**config.mk**
```make
export PLATFORM = sky130hd
export DESIGN_NAME = logic_acc_8bit
export DESIGN_NICKNAME = d
export VERILOG_FILES = /design/src/rtl/logic_acc_8bit_pkg.sv /design/src/rtl/logicUnit_8bit.sv /design/src/rtl/logic_acc_8bit.sv
export SDC_FILE = /design/constraint.sdc
export NUM_CORES = 1
export LEC_CHECK = 0
export ABC_AREA = 1
export CORE_MARGIN = 8
export CORE_UTILIZATION = 40
export DETAILED_ROUTE_END_ITERATION = 8
export PLACE_DENSITY = 0.66
export RECOVER_POWER = 25
export REMOVE_ABC_BUFFERS = 1
export SYNTH_ARGS = -nofsm -noshare
export SYNTH_HDL_FRONTEND = slang
export SYNTH_SLANG_ARGS = --single-unit
```
**constraint.sdc**
```tcl
create_clock -name clk -period 3.57 [get_ports clk]
set_clock_uncertainty 0.1 [all_clocks]
set_input_delay 0.8925 -clock clk [delete_from_list [all_inputs] [get_ports clk]]
set_output_delay 0.8925 -clock clk [all_outputs]
set_load 0.03 [all_outputs]
```
**src/rtl/logic_acc_8bit_pkg.sv**
```systemverilog
// Shared definitions for the logic accumulator slice.
// Contents:
//   DATA_W  - datapath width
//   op_e    - op-code encodings on {sel1,sel0}
//   state_e - output-stage FSM encodings
package logic_acc_8bit_pkg;

    localparam int DATA_W = 8;

    typedef enum logic [1:0] {
        OP_AND = 2'b00,
        OP_OR  = 2'b01,
        OP_XOR = 2'b10,
        OP_NOT = 2'b11
    } op_e;

    typedef enum logic {
        ST_EMPTY = 1'b0,
        ST_FULL  = 1'b1
    } state_e;

endpackage

```
**src/rtl/logicUnit_8bit.sv**
```systemverilog
// Combinational bitwise logic unit.
// Ports:
//   a      in  DATA_W  operand A
//   b      in  DATA_W  operand B (ignored for OP_NOT)
//   op     in  op_e    operation select
//   result out DATA_W  bitwise result, no carry
module logicUnit_8bit
    import logic_acc_8bit_pkg::*;
(
    input  logic [DATA_W-1:0] a,
    input  logic [DATA_W-1:0] b,
    input  op_e               op,
    output logic [DATA_W-1:0] result
);

    always_comb begin
        result = '0;
        case (op)
            OP_AND:  result = a & b;
            OP_OR:   result = a | b;
            OP_XOR:  result = a ^ b;
            OP_NOT:  result = ~a;
            default: result = '0;
        endcase
    end

endmodule

```
**src/rtl/logic_acc_8bit.sv**
```systemverilog
// Logic accumulator with a single-entry valid/ready output stage.
//
// state    | meaning
// ---------+------------------------------------------------
// ST_EMPTY | no result held, out_valid=0
// ST_FULL  | result held in f/zero/parity, out_valid=1
//
// Ports:
//   clk, rst            clock, synchronous active-high reset
//   in_valid/in_ready   input beat handshake
//   x, y                operands
//   sel0, sel1          op select ({sel1,sel0})
//   use_acc             substitute accumulator for x
//   clr_acc             accumulator clear (level)
//   out_valid/out_ready result handshake
//   f, zero, parity     registered result and flags
//   op_count            accepted-beat counter (wraps)
module logic_acc_8bit
    import logic_acc_8bit_pkg::*;
(
    input  logic              clk,
    input  logic              rst,
    input  logic              in_valid,
    output logic              in_ready,
    input  logic [DATA_W-1:0] x,
    input  logic [DATA_W-1:0] y,
    input  logic              sel0,
    input  logic              sel1,
    input  logic              use_acc,
    input  logic              clr_acc,
    output logic              out_valid,
    input  logic              out_ready,
    output logic [DATA_W-1:0] f,
    output logic              zero,
    output logic              parity,
    output logic [DATA_W-1:0] op_count
);

    state_e            state;
    logic [DATA_W-1:0] acc;
    logic [DATA_W-1:0] x_eff;
    logic [DATA_W-1:0] result;
    logic              accept;
    logic              transfer;
    op_e               op;

    assign in_ready = !out_valid || out_ready;
    assign accept   = in_valid && in_ready;
    assign transfer = out_valid && out_ready;
    assign op       = op_e'({sel1, sel0});

    // A clear coincident with an accept wins for the operand path, so the
    // accumulator contributes zero rather than its stale value.
    assign x_eff = use_acc ? (clr_acc ? '0 : acc) : x;

    logicUnit_8bit u_logic_unit (
        .a      (x_eff),
        .b      (y),
        .op     (op),
        .result (result)
    );

    always_ff @(posedge clk) begin
        if (rst) begin
            state     <= ST_EMPTY;
            out_valid <= 1'b0;
            f         <= '0;
            zero      <= 1'b1;
            parity    <= 1'b0;
            acc       <= '0;
            op_count  <= '0;
        end else begin
            case (state)
                ST_EMPTY: begin
                    if (accept) begin
                        state     <= ST_FULL;
                        out_valid <= 1'b1;
                    end
                end
                ST_FULL: begin
                    // Accept while FULL implies out_ready, so the old result
                    // is transferred in the same cycle the new one loads.
                    if (transfer && !accept) begin
                        state     <= ST_EMPTY;
                        out_valid <= 1'b0;
                    end
                end
                default: begin
                    state     <= ST_EMPTY;
                    out_valid <= 1'b0;
                end
            endcase

            if (accept) begin
                f        <= result;
                zero     <= (result == '0);
                parity   <= ^result;
                acc      <= result;
                op_count <= op_count + 1'b1;
            end else if (clr_acc) begin
                acc <= '0;
            end
        end
    end

endmodule

```
==> results of run 1 <==
[path summary, 6_finish.rpt]
path,startpoint,end,cells past startpoint
worst max-delay path,out_ready,in_ready,4
worst min-delay path,f[1],f[1],2
worst max register to register,acc[5],parity,13
worst min register to register,f[1],f[1],2
[cells in the final DEF (no fill, tap or decap), drive strengths merged]
| master | count |
|---|---|
| nand3b | 2 |
| or2 | 7 |
| o211ai | 7 |
| nand3 | 36 |
| a21oi | 23 |
| dlygate4sd3 | 3 |
| clkdlybuf4s50 | 40 |
| o21bai | 1 |
| o21ai | 15 |
| ha | 20 |
| nor2 | 24 |
| buf | 5 |
| dfxtp | 28 |
| xnor2 | 2 |
| nor3 | 3 |
| nand2 | 44 |
| xor2 | 1 |
| nand4 | 1 |
| o21a | 1 |
| clkbuf | 4 |
| inv | 41 |
[report_power, final]
| part | internal (mW) | switching (mW) |
|---|---|---|
| Sequential | 0.333 | 0.0143 |
| Clock | 0.0758 | 0.0922 |
| Combinational | 0.106 | 0.134 |
[per-layer routing]
layer  vias to the layer above  wire length (µm)
li1                        956                 -
met1                       798              2210
met2                        36              2140
met3                         8               233
met4                         0                91
met5                         -                 0
[layout make-up]
cell class	count	area, µm²	area share
multi-input cells	187	1070	0.453
inverters	41	156	0.0660
well taps	54	67.6	0.0285
flip-flops and latches	28	561	0.236
clock buffers	3	41.3	0.0174
repair buffers	49	472	0.199
[registers in the layout (all words and copies together) (netlist names)]
signal     count
parity         1
state          1
f              8
op_count       8
zero           1
out_valid      1
acc            8
[cell families (layout without fill, tap and decap cells)]
kind of cell,count (synthesis),after routing,synth area share
AND/OR/NAND/NOR,117,117,0.296
adder cells (fa/ha/maj),20,20,0.134
AO/OA/AOI/OAI,47,47,0.139
flip-flops,28,28,0.301
XOR/XNOR,3,3,0.0141
buffers and inverters,50,93,0.115
[tightest hold or removal path: stages (launching register included)]
cell and delay, ps:
dfxtp_1 320, nand2_1 60, a21oi_1 60
[through the flow]
stage,util,power (mW),hold slack (ps)
finish,0.516,0.756,373
global route,0.516,0.811,386
CTS,0.519,0.770,373
detailed placement,0.510,0.600,360
global placement,0.510,0.596,355
floorplan,-,0.497,353
==> flow_metrics.env, run 1 <==
export IMPL_clk_pin_slew_worst_paths_ps=90
export IMPL_fin_tns_setup_ps=0
export IMPL_setup_viol=0
export IMPL_rows=25
export IMPL_die_w_um=84.2
export IMPL_slew_viol_final=0
export IMPL_gp_congestion=0.898
export IMPL_ys_ff_latch=28
export IMPL_critPathKind="input port to output pin"
export IMPL_final_fill_count=472
export IMPL_synth_cells=265
export IMPL_antenna_found_initial=0
export IMPL_ys_seq_area_frac=0.301
export IMPL_synth_top_cell_by_area="dfxtp_1"
export IMPL_drt_first_iter_violations=78
export IMPL_yosysUniqueCellTypes=29
export IMPL_syn2layout_area_growth_pct=27.4
export IMPL_fin_ws_ps=355
export IMPL_dr_pass1_iters=5
export IMPL_clockRootBuffer="clkbuf_8"
export IMPL_cp_buffers_inverters=3
export IMPL_max_cap_viol_count=0
export IMPL_grt_use_met1=0.162
export IMPL_hp_class="register to register"
export IMPL_cts_setup_buffers=0
export IMPL_clkLatencyLatePin_ps=270
export IMPL_grt_busiest_layer="met2"
export IMPL_final_antenna_net_count=0
export IMPL_use_met3=0.0358
export IMPL_ys_warnings_count=0
export IMPL_slowest_stage="clkdlybuf4s50_1"
export IMPL_place_ws_ps=205
export IMPL_yosys_cell_count_top_type="nand2_1"
export IMPL_use_met2=0.215
export IMPL_leakage_nw=1.07
export IMPL_htreeDepth=1
export IMPL_crit_family="buffers and inverters"
export IMPL_arrival_ps=2220
export IMPL_synth_edf_count=0
export IMPL_placed_cell_area_um2=2350
export IMPL_max_vdd_ir_drop_v=0.000227
export IMPL_grt_pass1_wl_mm=7.81
export IMPL_slew_headroom=0.348
export IMPL_worst_pin_slew_ps=978
export IMPL_ios=44
export IMPL_diodes=0
export IMPL_crit_chain="dlygate4sd3_1 > inv_1 > nand2_1 > clkdlybuf4s50_1"
export IMPL_avgSynthCellArea_um2=7.02
export IMPL_cts_tree="built"
export IMPL_fin_area_um2=2370
export IMPL_initial_core_util=0.405
export IMPL_fp_dieArea_um2=7090
export IMPL_coreArea_um2=4600
export IMPL_fmaxAchievable_ghz=0.311
export IMPL_port_buffers=43
export IMPL_min_period_ps=3220
export IMPL_yosys_most_used_dff="dfxtp_1"
export IMPL_cp_start_kind="input port"
export IMPL_clock_sinks=28
export IMPL_vias=1798
export IMPL_hold_viol=0
export IMPL_nets=354
export IMPL_synth_area_leaders="dfxtp_1 30%, ha_1 13%, nand3_1 9.1%"
export IMPL_routedWlPerCell_um=12.9
export IMPL_cp_required_ps=2580
export IMPL_dp_cells=359
export IMPL_synth_top_area_frac=0.301
export IMPL_critPathMaxStageDelay_ps=680
export IMPL_rsz0062_at_grt="false"
export IMPL_clockBufferDepth=2
export IMPL_wirelength_mm=4.68
export IMPL_grt_pass1_vias=1746
export IMPL_grt_ovfl_total=0
export IMPL_async_flop_share=0
export IMPL_fin_crit_sh=0.901
export IMPL_cts_hold_buf=0
export IMPL_synth_common_cells="41 x nand2_1, 35 x inv_1, 34 x nand3_1, 28 x dfxtp_1, 23 x a21oi_1"
export IMPL_grt_max_degree=25
export IMPL_die_h_um=84.2
export IMPL_drcViolationCount=0
export IMPL_syn_area_um2=1860
export IMPL_track_usage=0.131
export IMPL_cts_resized=0
export IMPL_via_per_inst=4.97
export IMPL_cp_end_kind="output pin"
export IMPL_cts_buffers=3
export IMPL_final_instance_count_excl_fill=362
export IMPL_powerDensity_nw_per_um2=319
export IMPL_status="complete, no violations"
export IMPL_r2r_slack_ps=1360
export IMPL_drive_gt1_frac=0.0617
export IMPL_dp_hpwl_mm=3.80
export IMPL_critPathMaxFanout=2
Power figures use the tool's default switching activity.
==> run 2: changes to the inputs <==
--- a/config.mk
+++ b/config.mk
@@ -5,11 +5,11 @@
 export SDC_FILE = /design/constraint.sdc
 export NUM_CORES = 1
 export LEC_CHECK = 0
-export ABC_AREA = 1
+export ABC_AREA = 0
 export CORE_MARGIN = 8
 export CORE_UTILIZATION = 40
 export DETAILED_ROUTE_END_ITERATION = 8
-export PLACE_DENSITY = 0.66
+export PLACE_DENSITY = 0.67
 export RECOVER_POWER = 25
 export REMOVE_ABC_BUFFERS = 1
 export SYNTH_ARGS = -nofsm -noshare
==> constraint.sdc (replaced) <==
create_clock -name clk -period 3.9 [get_ports clk]
set_clock_uncertainty 0.1 [all_clocks]
set_input_delay 0.975 -clock clk [delete_from_list [all_inputs] [get_ports clk]]
set_output_delay 0.975 -clock clk [all_outputs]
set_load 0.03 [all_outputs]
==> flow_metrics.env, run 2 <==
export IMPL_clockBufferDepth=2
export IMPL_crit_chain="clkdlybuf4s50_1 > nand2b_4 > clkdlybuf4s50_1"
export IMPL_initial_core_util=0.419
export IMPL_cts_buffers=3
export IMPL_powerDensity_nw_per_um2=294
export IMPL_dr_pass1_iters=4
export IMPL_r2r_slack_ps=1710
export IMPL_synth_mux_area_frac=0.00502
export IMPL_cp_start_kind="input port"
export IMPL_cts_resized=0
export IMPL_synth_compound_area_share=0.165
export IMPL_cts_tree="built"
export IMPL_cts_setup_buffers=0
export IMPL_layout_commonest_cell="clkdlybuf4s50_1"
export IMPL_clkLatencyLatePin_ps=280
export IMPL_hold_slack_ps=364
export IMPL_syn_area_um2=1990
export IMPL_vias=1722
export IMPL_max_vdd_ir_drop_v=0.000253
export IMPL_grt_pass1_vias=1712
export IMPL_fmaxAchievable_ghz=0.287
export IMPL_top_layer="met4"
export IMPL_yosys_area_share_simple=0.297
export IMPL_hold_viol=0
export IMPL_diodes=0
export IMPL_cp_end_kind="output pin"
export IMPL_rr_worst_depth=10
export IMPL_gp_congestion=0.706
export IMPL_largest_registers="acc (8), f (8), op_count (8)"
export IMPL_synth_top_area_frac=0.281
export IMPL_fin_area_um2=2510
export IMPL_max_cap_viol_count=0
export IMPL_final_antenna_net_count=0
export IMPL_switching_share=0.310
export IMPL_critPathMaxFanout=9
export IMPL_synth_xor_area_frac=0.0352
export IMPL_arrival_ps=2410
export IMPL_layout_common_cells="39 x clkdlybuf4s50_1, 28 x dfxtp_1, 26 x nand2_1"
export IMPL_yosys_most_used_dff="dfxtp_1"
export IMPL_routed_wl_met2_mm=2.06
export IMPL_hold_depth=1
export IMPL_ys_warnings_count=0
export IMPL_hp_class="register to register"
export IMPL_clockRootBuffer="clkbuf_8"
export IMPL_clock_sinks=28
export IMPL_cp_required_ps=2820
export IMPL_slew_viol_final=0
export IMPL_combPwrFrac=0.318
export IMPL_htreeDepth=1
export IMPL_synth_area_leaders="dfxtp_1 28%, ha_1 13%, nand3b_1 5.3%"
export IMPL_fin_tns_setup_ps=0
export IMPL_leakage_nw=1.09
export IMPL_drcViolationCount=0
export IMPL_synth_common_cells="28 x dfxtp_1, 26 x nand2_1, 24 x inv_1, 20 x ha_1, 16 x nand2b_1"
export IMPL_ios=44
export IMPL_grt_ovfl_total=0
export IMPL_pwr_share_seq=0.434
export IMPL_grt_max_degree=33
export IMPL_internal_power_mw=0.510
export IMPL_wirelength_mm=4.58
export IMPL_synthAdderAreaFrac=0.126
export IMPL_track_usage=0.126
export IMPL_synth_top_cell_by_area="dfxtp_1"
export IMPL_routedWlPerCell_um=13.4
export IMPL_drive_gt1_frac=0.117
export IMPL_wl_met3_um=353
export IMPL_dp_hpwl_mm=3.37
export IMPL_cts_hold_buf=0
export IMPL_fin_crit_sh=0.893
export IMPL_critPathMaxStageDelay_ps=700
export IMPL_port_buffers=43
export IMPL_antenna_found_initial=0
export IMPL_rsz0062_at_grt="false"
export IMPL_async_flop_share=0
export IMPL_critPathKind="input port to output pin"
export IMPL_worst_pin_slew_ps=730
export IMPL_synth_edf_count=0
export IMPL_setup_viol=0
export IMPL_yosys_cell_count_top_type="dfxtp_1"
export IMPL_rows=25
export IMPL_grt_pass1_wl_mm=7.77
export IMPL_placed_cell_area_um2=2460
export IMPL_drt_first_iter_violations=89
export IMPL_fp_dieArea_um2=7500
export IMPL_synth_top_family_by_area="simple AND/OR/NAND/NOR gates"
export IMPL_via_per_inst=5.05
export IMPL_nets=319
export IMPL_slew_headroom=0.512
export IMPL_cp_common_cell="clkdlybuf4s50_1"
export IMPL_ys_seq_area_frac=0.281
export IMPL_met1Wirelength_mm=2.16
export IMPL_yosysUniqueCellTypes=43
export IMPL_coreArea_um2=4750
export IMPL_syn2layout_area_growth_pct=26.1
export IMPL_avgSynthCellArea_um2=8.48
export IMPL_die_h_um=86.6
export IMPL_clockPowerShare=0.248
export IMPL_power_switching_mw=0.229
export IMPL_die_w_um=86.6
export IMPL_synth_cells=235
export IMPL_status="complete, no violations"
export IMPL_clk_pin_slew_worst_paths_ps=100
export IMPL_min_period_ps=3480
export IMPL_slowest_stage="clkdlybuf4s50_1"
export IMPL_ys_ff_latch=28
[run 2: cell count changes in the layout (fill, tap and decap cells not counted), sizes merged, moves of 12 or more]
| cell | before | now |
|---|---|---|
| nand3 | 36 | 9 |
| inv | 41 | 24 |
| o21ai | 15 | 2 |
| nand2 | 44 | 26 |
| nand3b | 2 | 16 |
| nand2b | 0 | 17 |
| a21oi | 23 | 11 |
| nor2 | 24 | 10 |
[run 2: final cells by class]
| cell class | instances | area [µm²] |
|---|---|---|
| multi-input combinational | 169 | 1250 |
| fill | 487 | 2240 |
| tap | 67 | 83.8 |
| sequential | 28 | 561 |
| clock buffer | 4 | 55.1 |
| inverter | 24 | 90.1 |
| timing repair buffer | 49 | 475 |
[run 2: kinds of logic (layout without fill, tap and decap cells)]
kind of cell / Yosys count / in the layout
compound gates: 41 / 41
fa+ha+maj: 20 / 20
mux: 1 / 1
buf+inv: 38 / 77
xor+xnor: 8 / 8
flops: 28 / 28
simple gates: 99 / 99
[run 2: layer usage]
layer,vias up,global-route usage
met4,0,0.0141
met1,788,0.151
met3,2,0.0491
li1,890,-
met5,-,0
met2,42,0.211
[run 2: worst paths after layout]
check / startpoint / endpoint
max: out_ready / in_ready
min: zero / zero
max reg2reg: acc[0] / parity
min reg2reg: zero / zero
[run 2: per-stage QoR]
| step | setup WS [ps] | power [mW] | utilization | std cells |
|---|---|---|---|---|
| 5_1_grt | 229 | 0.785 | 0.529 | 341 |
| 3_5_place_dp | 174 | 0.566 | 0.518 | 337 |
| 2_1_floorplan | 1140 | 0.468 | - | 221 |
| 3_3_place_gp | 173 | 0.563 | 0.518 | 337 |
| 6_report | 416 | 0.739 | 0.529 | 341 |
| 4_1_cts | 405 | 0.751 | 0.529 | 341 |
[run 2: worst max-delay path, delay by kind of cell]
family / cells / cell delay (ps)
and+or+nand+nor: 1 / 210
buffers and inverters: 2 / 1220
[run 2: power groups by stage]
stage | Combinational, mW | Clock [mW] | Sequential [mW]
floorplan | 0.115 | 0 | 0.352
global placement | 0.236 | 0 | 0.327
detailed placement | 0.239 | 0 | 0.327
CTS | 0.240 | 0.190 | 0.321
global route | 0.261 | 0.201 | 0.323
finish | 0.235 | 0.183 | 0.320
==> run 3: changes to the inputs <==
--- a/config.mk
+++ b/config.mk
@@ -9,9 +9,11 @@
 export CORE_MARGIN = 8
 export CORE_UTILIZATION = 40
 export DETAILED_ROUTE_END_ITERATION = 8
+export GPL_ROUTABILITY_DRIVEN = 0
 export PLACE_DENSITY = 0.67
 export RECOVER_POWER = 25
 export REMOVE_ABC_BUFFERS = 1
 export SYNTH_ARGS = -nofsm -noshare
 export SYNTH_HDL_FRONTEND = slang
 export SYNTH_SLANG_ARGS = --single-unit
+export TNS_END_PERCENT = 5
==> results of run 3 <==
No change in the layout: final DEF, timing and power equal those of run 2.
==> variant 1, RTL diff (flow settings as in run 1) <==
`DATA_W`: 8 -> 12.
--- a/src/rtl/logic_acc_8bit_pkg.sv
+++ b/src/rtl/logic_acc_8bit_pkg.sv
@@ -6,5 +6,5 @@
 package logic_acc_8bit_pkg;
 
-    localparam int DATA_W = 8;
+    localparam int DATA_W = 12;
 
     typedef enum logic [1:0] {
Interface: changed (resized f, op_count, x and y); port bits go from 44 to 60. No check against the original RTL was run, so the function may have changed too.
==> variant 1 against run 1 <==
Synthesized area is 55% higher. Design area grew 55%. Die area is 44% higher. Worst setup slack lost 0.062 ns. Total power up 65%. Hold slack got worse by 0.0078 ns. Maximum frequency shrank 1.9%. Critical path type is now in -> reg. Routed wire length is 51% higher. Sequential cell count is 12 higher.
==> variant 1: results (changes against run 1) <==
| Metric | Value |
|---|---|
| Status | finished clean (unchanged) |
| Nets@finish | 533 (was 354) |
| HPWL after detailed placement | 5.30 mm (was 3.80 mm) |
| Seq/Total Area, Yosys | 27.7% (was 30.1%) |
| Avg Cell Area, Syn | 6.95 um^2 (was 7.02 um^2) |
| Routed wl met3 | 464 um (was 233 um) |
| Share of cells above drive strength 1 | 7.01% (was 6.17%) |
| Met1 Use GR | 15.4% (was 16.2%) |
| Worst Path Max Fanout | 36 (was 2) |
| Met1 WL | 3.11 mm (was 2.21 mm) |
| Met3 usage | 4.35% (was 3.58%) |
| GRT Overall Usage | 14.4% (was 13.1%) |
| Fin Hold WS | 0.365 ns (was 0.373 ns) |
| Main area contributors after synthesis | dfxtp_1, ha_1, inv_1, nand2_1, a21oi_1 (was dfxtp_1, ha_1, nand3_1, nand2_1, inv_1) |
| Vias in the first global route | 2677 (was 1746) |
| WL met2 | 3.40 mm (was 2.14 mm) |
| Arr. time, crit path | 3.38 ns (was 2.22 ns) |
| Synth Area in Adders | 13.4% (about the same) |
| Met2 usage | 25.9% (was 21.5%) |
| Final WL | 7.07 mm (was 4.68 mm) |
| Worst skew pair latency | 0.30 ns (was 0.27 ns) |
| IO buf count | 59 (was 43) |
| VDD IR-drop max | 0.000198 V (was 0.000227 V) |
| Commonest cells in the netlist | inv_1, nand2_1, a21oi_1 (was nand2_1, inv_1, nand3_1) |
| DP Worst Slack | -0.0407 ns (was 0.205 ns) |
| Normalized max-slew margin | 22.4% (was 34.8%) |
| Compound-gate portion of the synthesized area | 15.5% (was 13.9%) |
| Achievable Freq | 305 MHz (was 311 MHz) |
| Xor/xnor share of the synthesized area | 1.82% (was 1.41%) |
| CP max stage delay | 0.50 ns (was 0.68 ns) |
| Vias/cell | 4.85 (was 4.97) |
| Non-filler cells, final | 570 (was 362) |
| Reg2reg setup slack | 1.27 ns (was 1.36 ns) |
| Largest net degree at the start of global routing | 37 (was 25) |
| Starting DRC count in detailed routing | 114 (was 78) |
| Biggest regs | acc (12), f (12), op_count (12) (was acc (8), f (8), op_count (8)) |
| Cells after DPL | 562 (was 359) |
| H-tree Lvls | 2 (was 1) |
| Synth cell types | 32 (was 29) |
| Global-route wire length before repair | 11.9 mm (was 7.81 mm) |
==> variant 1: cell types whose count changed after synthesis, moves of 3 or more <==
cell / delta
dfxtp_1: +12
buf_4: +3
o21ai_1: -12
or2_1: +3
inv_1: +31
o211ai_1: +5
o21ai_0: +15
nand3_2: +8
ha_1: +11
nor2_1: +16
nand2_1: +25
buf_2: +4
inv_2: -4
a21oi_1: +23
==> variant 1: cell type report <==
cell class                      instances  area share [%]
Clock inverter                          2            1.06
Tap cell                               99            3.38
Sequential cell                        40            21.9
Inverter                               68            7.04
Timing Repair Buffer                   66            18.1
Clock buffer                            6            2.25
Multi-Input combinational cell        289            46.3
==> variant 1: power by group through the flow <==
stage                     clock network (mW)  registers, mW  logic, mW
after global placement                     0          0.499      0.357
after CTS                              0.414          0.490      0.367
after detailed placement                   0          0.499      0.365
after floorplan                            0          0.529      0.191
after global routing                   0.423          0.493      0.405
final                                  0.397          0.489      0.359
==> variant 1: kinds of logic after synthesis <==
family,Yosys count
and+or+nand+nor,171
adders and majority gates,31
buffers and inverters,87
DFF,40
AOI/OAI and AO/OA,81
xor gates and xnor gates,6
==> variant 1: tightest hold or removal path: cells and delay by family (launching register included) <==
kind / cells / cell delay (ns)
DFF: 1 / 0.31
and+or+nand+nor: 1 / 0.06
AOI/OAI and AO/OA: 1 / 0.05
==> variant 1: worst paths after layout <==
check / end / cells after the start / start
worst max register to register: parity / 16 / acc[0]
worst min-delay path: f[2] / 2 / f[2]
worst min register to register: f[2] / 2 / f[2]
worst max-delay path: parity / 18 / use_acc
==> variant 1: metrics by stage <==
stage / area, um^2 / TNS (ns)
global route: 3660 / 0
global placement: 3560 / 0
floorplan: 2770 / 0
CTS: 3680 / 0
detailed placement: 3560 / -0.0407
finish: 3660 / 0
==> variant 2, RTL diff (flow settings as in run 1) <==
Made on the original files. Make the reset (`rst`) asynchronous in one clocked block. Comments in the files are not updated.
--- a/src/rtl/logic_acc_8bit.sv
+++ b/src/rtl/logic_acc_8bit.sv
@@ -61,5 +61,5 @@
     );
 
-    always_ff @(posedge clk) begin
+    always_ff @(posedge clk or posedge rst) begin
         if (rst) begin
             state     <= ST_EMPTY;
Function: differs if rst is asserted again (counterexample within 4 cycles, from zero or initial values and one cycle with rst high); with rst held inactive, the same outputs for 10 cycles.
==> variant 2 against run 1 <==
The run now ends with capacitance limit, slew limit left. Worst setup slack better by 0.083 ns. Hold slack improved by 0.0076 ns. Synthesized area grew 5.9%. Non-clock buffer count rose by 2. Sequential cell count unchanged. Design area rose by 8.1%. Synthesized cell count decreased by 5.7%. Routed wire length decreased by 4.5%. Largest cell class unchanged. Highest routed layer unchanged.
Power is not compared: it rests on default switching activity, and its combinational part moved more than twofold at a synthesized area within 25%.
==> variant 2: results (changes against run 1) <==
| Metric | Value |
|---|---|
| VDD IR-drop max | around 0.0004 V |
| Fin Hold WS | 0.380 ns (was 0.373 ns) |
| DP Worst Slack | 0.0664 ns (was 0.205 ns) |
| Max-slew violation count | 29 (was 0) |
| Inserted Diodes | 0 (unchanged) |
| GRT Overall Usage | 13.2% (was 13.1%) |
| Main area contributors after synthesis | dfrtp_1, ha_1, nand2_1, inv_1, nand3_1 (was dfxtp_1, ha_1, nand3_1, nand2_1, inv_1) |
| Worst hold start | state (was f[1]) |
| Predominant post-synthesis flop cell | dfrtp_1 (was dfxtp_1) |
| Global-route wire length before repair | 7.94 mm (was 7.81 mm) |
| Maxcap violations | 1 (was 0) |
| Post-layout worst setup margin | 0.438 ns (was 0.355 ns) |
| Cells after DPL | 361 (was 359) |
| Seq/Total Area, Yosys | 35.6% (was 30.1%) |
| Post-CTS Setup Bufs | 0 (unchanged) |
| Status | complete, but fails checks (was finished clean) |
| Min-Delay Path Class | reg -> reg (unchanged) |
| Post-CTS resize count | 0 (unchanged) |
| Ys async rst share | 100% (was 0%) |
| Hold Path Sink | out_valid (was f[1]) |
| Critical Path Source | clr_acc (was out_ready) |
| Failing checks | capacitance limit, slew limit |
| Cell count of the worst reg-to-reg path | 13 (unchanged) |
| CTS root buf | clkbuf_8 (unchanged) |
| Nets@finish | 343 (was 354) |
| Critical path endpoint | parity (was in_ready) |
| Fillers | 480 (was 472) |
| Non-filler cells, final | 365 (was 362) |
| Worst-path clk slew | 0.10 ns |
| Commonest cells in the netlist | nand2_1, inv_1, dfrtp_1 (was nand2_1, inv_1, nand3_1) |
| Placed Instance Area | 2500 um^2 (was 2350 um^2) |
| Largest net degree at the start of global routing | 29 (was 25) |
| Syn. warnings | 0 (unchanged) |
| Starting DRC count in detailed routing | 106 (was 78) |
| HPWL after detailed placement | 3.48 mm (was 3.80 mm) |
| Max clock buf depth | 2 (unchanged) |
| DR pass1 iterations | 4 (was 5) |
| Vias/cell | 4.68 (was 4.97) |
| Share of cells above drive strength 1 | 11.4% (was 6.17%) |
| Vias in the first global route | 1772 (was 1746) |
| GP Congestion | 0.798 (was 0.898) |
| R2R Path Start | acc[1] (was acc[5]) |
| Worst Path Max Fanout | 10 (was 2) |
| Hold Path Depth | 1 (was 2) |
| Actual slew at the worst max-slew pin | 1.56 ns (was 0.978 ns) |
| Synth cell types | 29 (unchanged) |
| Arr. time, crit path | 3.19 ns (was 2.22 ns) |
| Wire per inst | 12.2 um (was 12.9 um) |
| Reg2reg setup slack | 1.33 ns (was 1.36 ns) |
| Avg Cell Area, Syn | 7.88 um^2 (was 7.02 um^2) |
variant 2: cell type report:
cell class	count	area [um^2]	share of cell area [%]
flip-flops and latches	28	702	27.4
clock inverters	1	30.0	1.17
multi-input cells	176	1070	41.7
inverters	39	150	5.86
well taps	67	83.8	3.27
repair buffers	51	487	19.0
clock buffers	3	41.3	1.61
variant 2: cells by family (layout without fill, tap and decap cells):
family / after synthesis / after routing / share of synthesized area [%]
AO/OA/AOI/OAI: 18 / 18 / 5.40
XOR/XNOR: 7 / 7 / 3.11
buffers and inverters: 46 / 94 / 10.0
AND/OR/NAND/NOR: 131 / 131 / 33.1
flip-flops: 28 / 28 / 35.6
adder cells (fa/ha/maj): 20 / 20 / 12.7
variant 2: layer usage:
| metal | routed length, um | track usage (%) | up-vias |
|---|---|---|---|
| met1 | 2080 | 15.6 | 786 |
| met3 | 240 | 3.53 | 2 |
| met4 | 19 | 2.07 | 0 |
| met5 | 0 | 0 | - |
| met2 | 2130 | 23.2 | 33 |
| li1 | - | - | 887 |
variant 2: power breakdown:
group	total (mW)	internal (mW)	switching (mW)	leakage [nW]
Combinational	0.671	0.282	0.389	0.929
Sequential	0.498	0.419	0.0795	0.343
Clock	0.256	0.150	0.106	0.0357
Total	1.43	0.851	0.575	1.31
variant 2: critical path, stage by stage:
cell             delay [ns]
clkdlybuf4s50_1        0.39
inv_1                  0.23
nand3_1                0.11
o21ai_1                0.15
inv_1                  0.07
ha_1                   0.28
nor2_1                 0.04
nor2_1                 0.08
nor2_1                 0.05
o21ai_1                0.09
nand2_1                0.08
ha_1                   0.28
xnor2_1                0.21
xnor2_1                0.13
o21ai_0                0.09
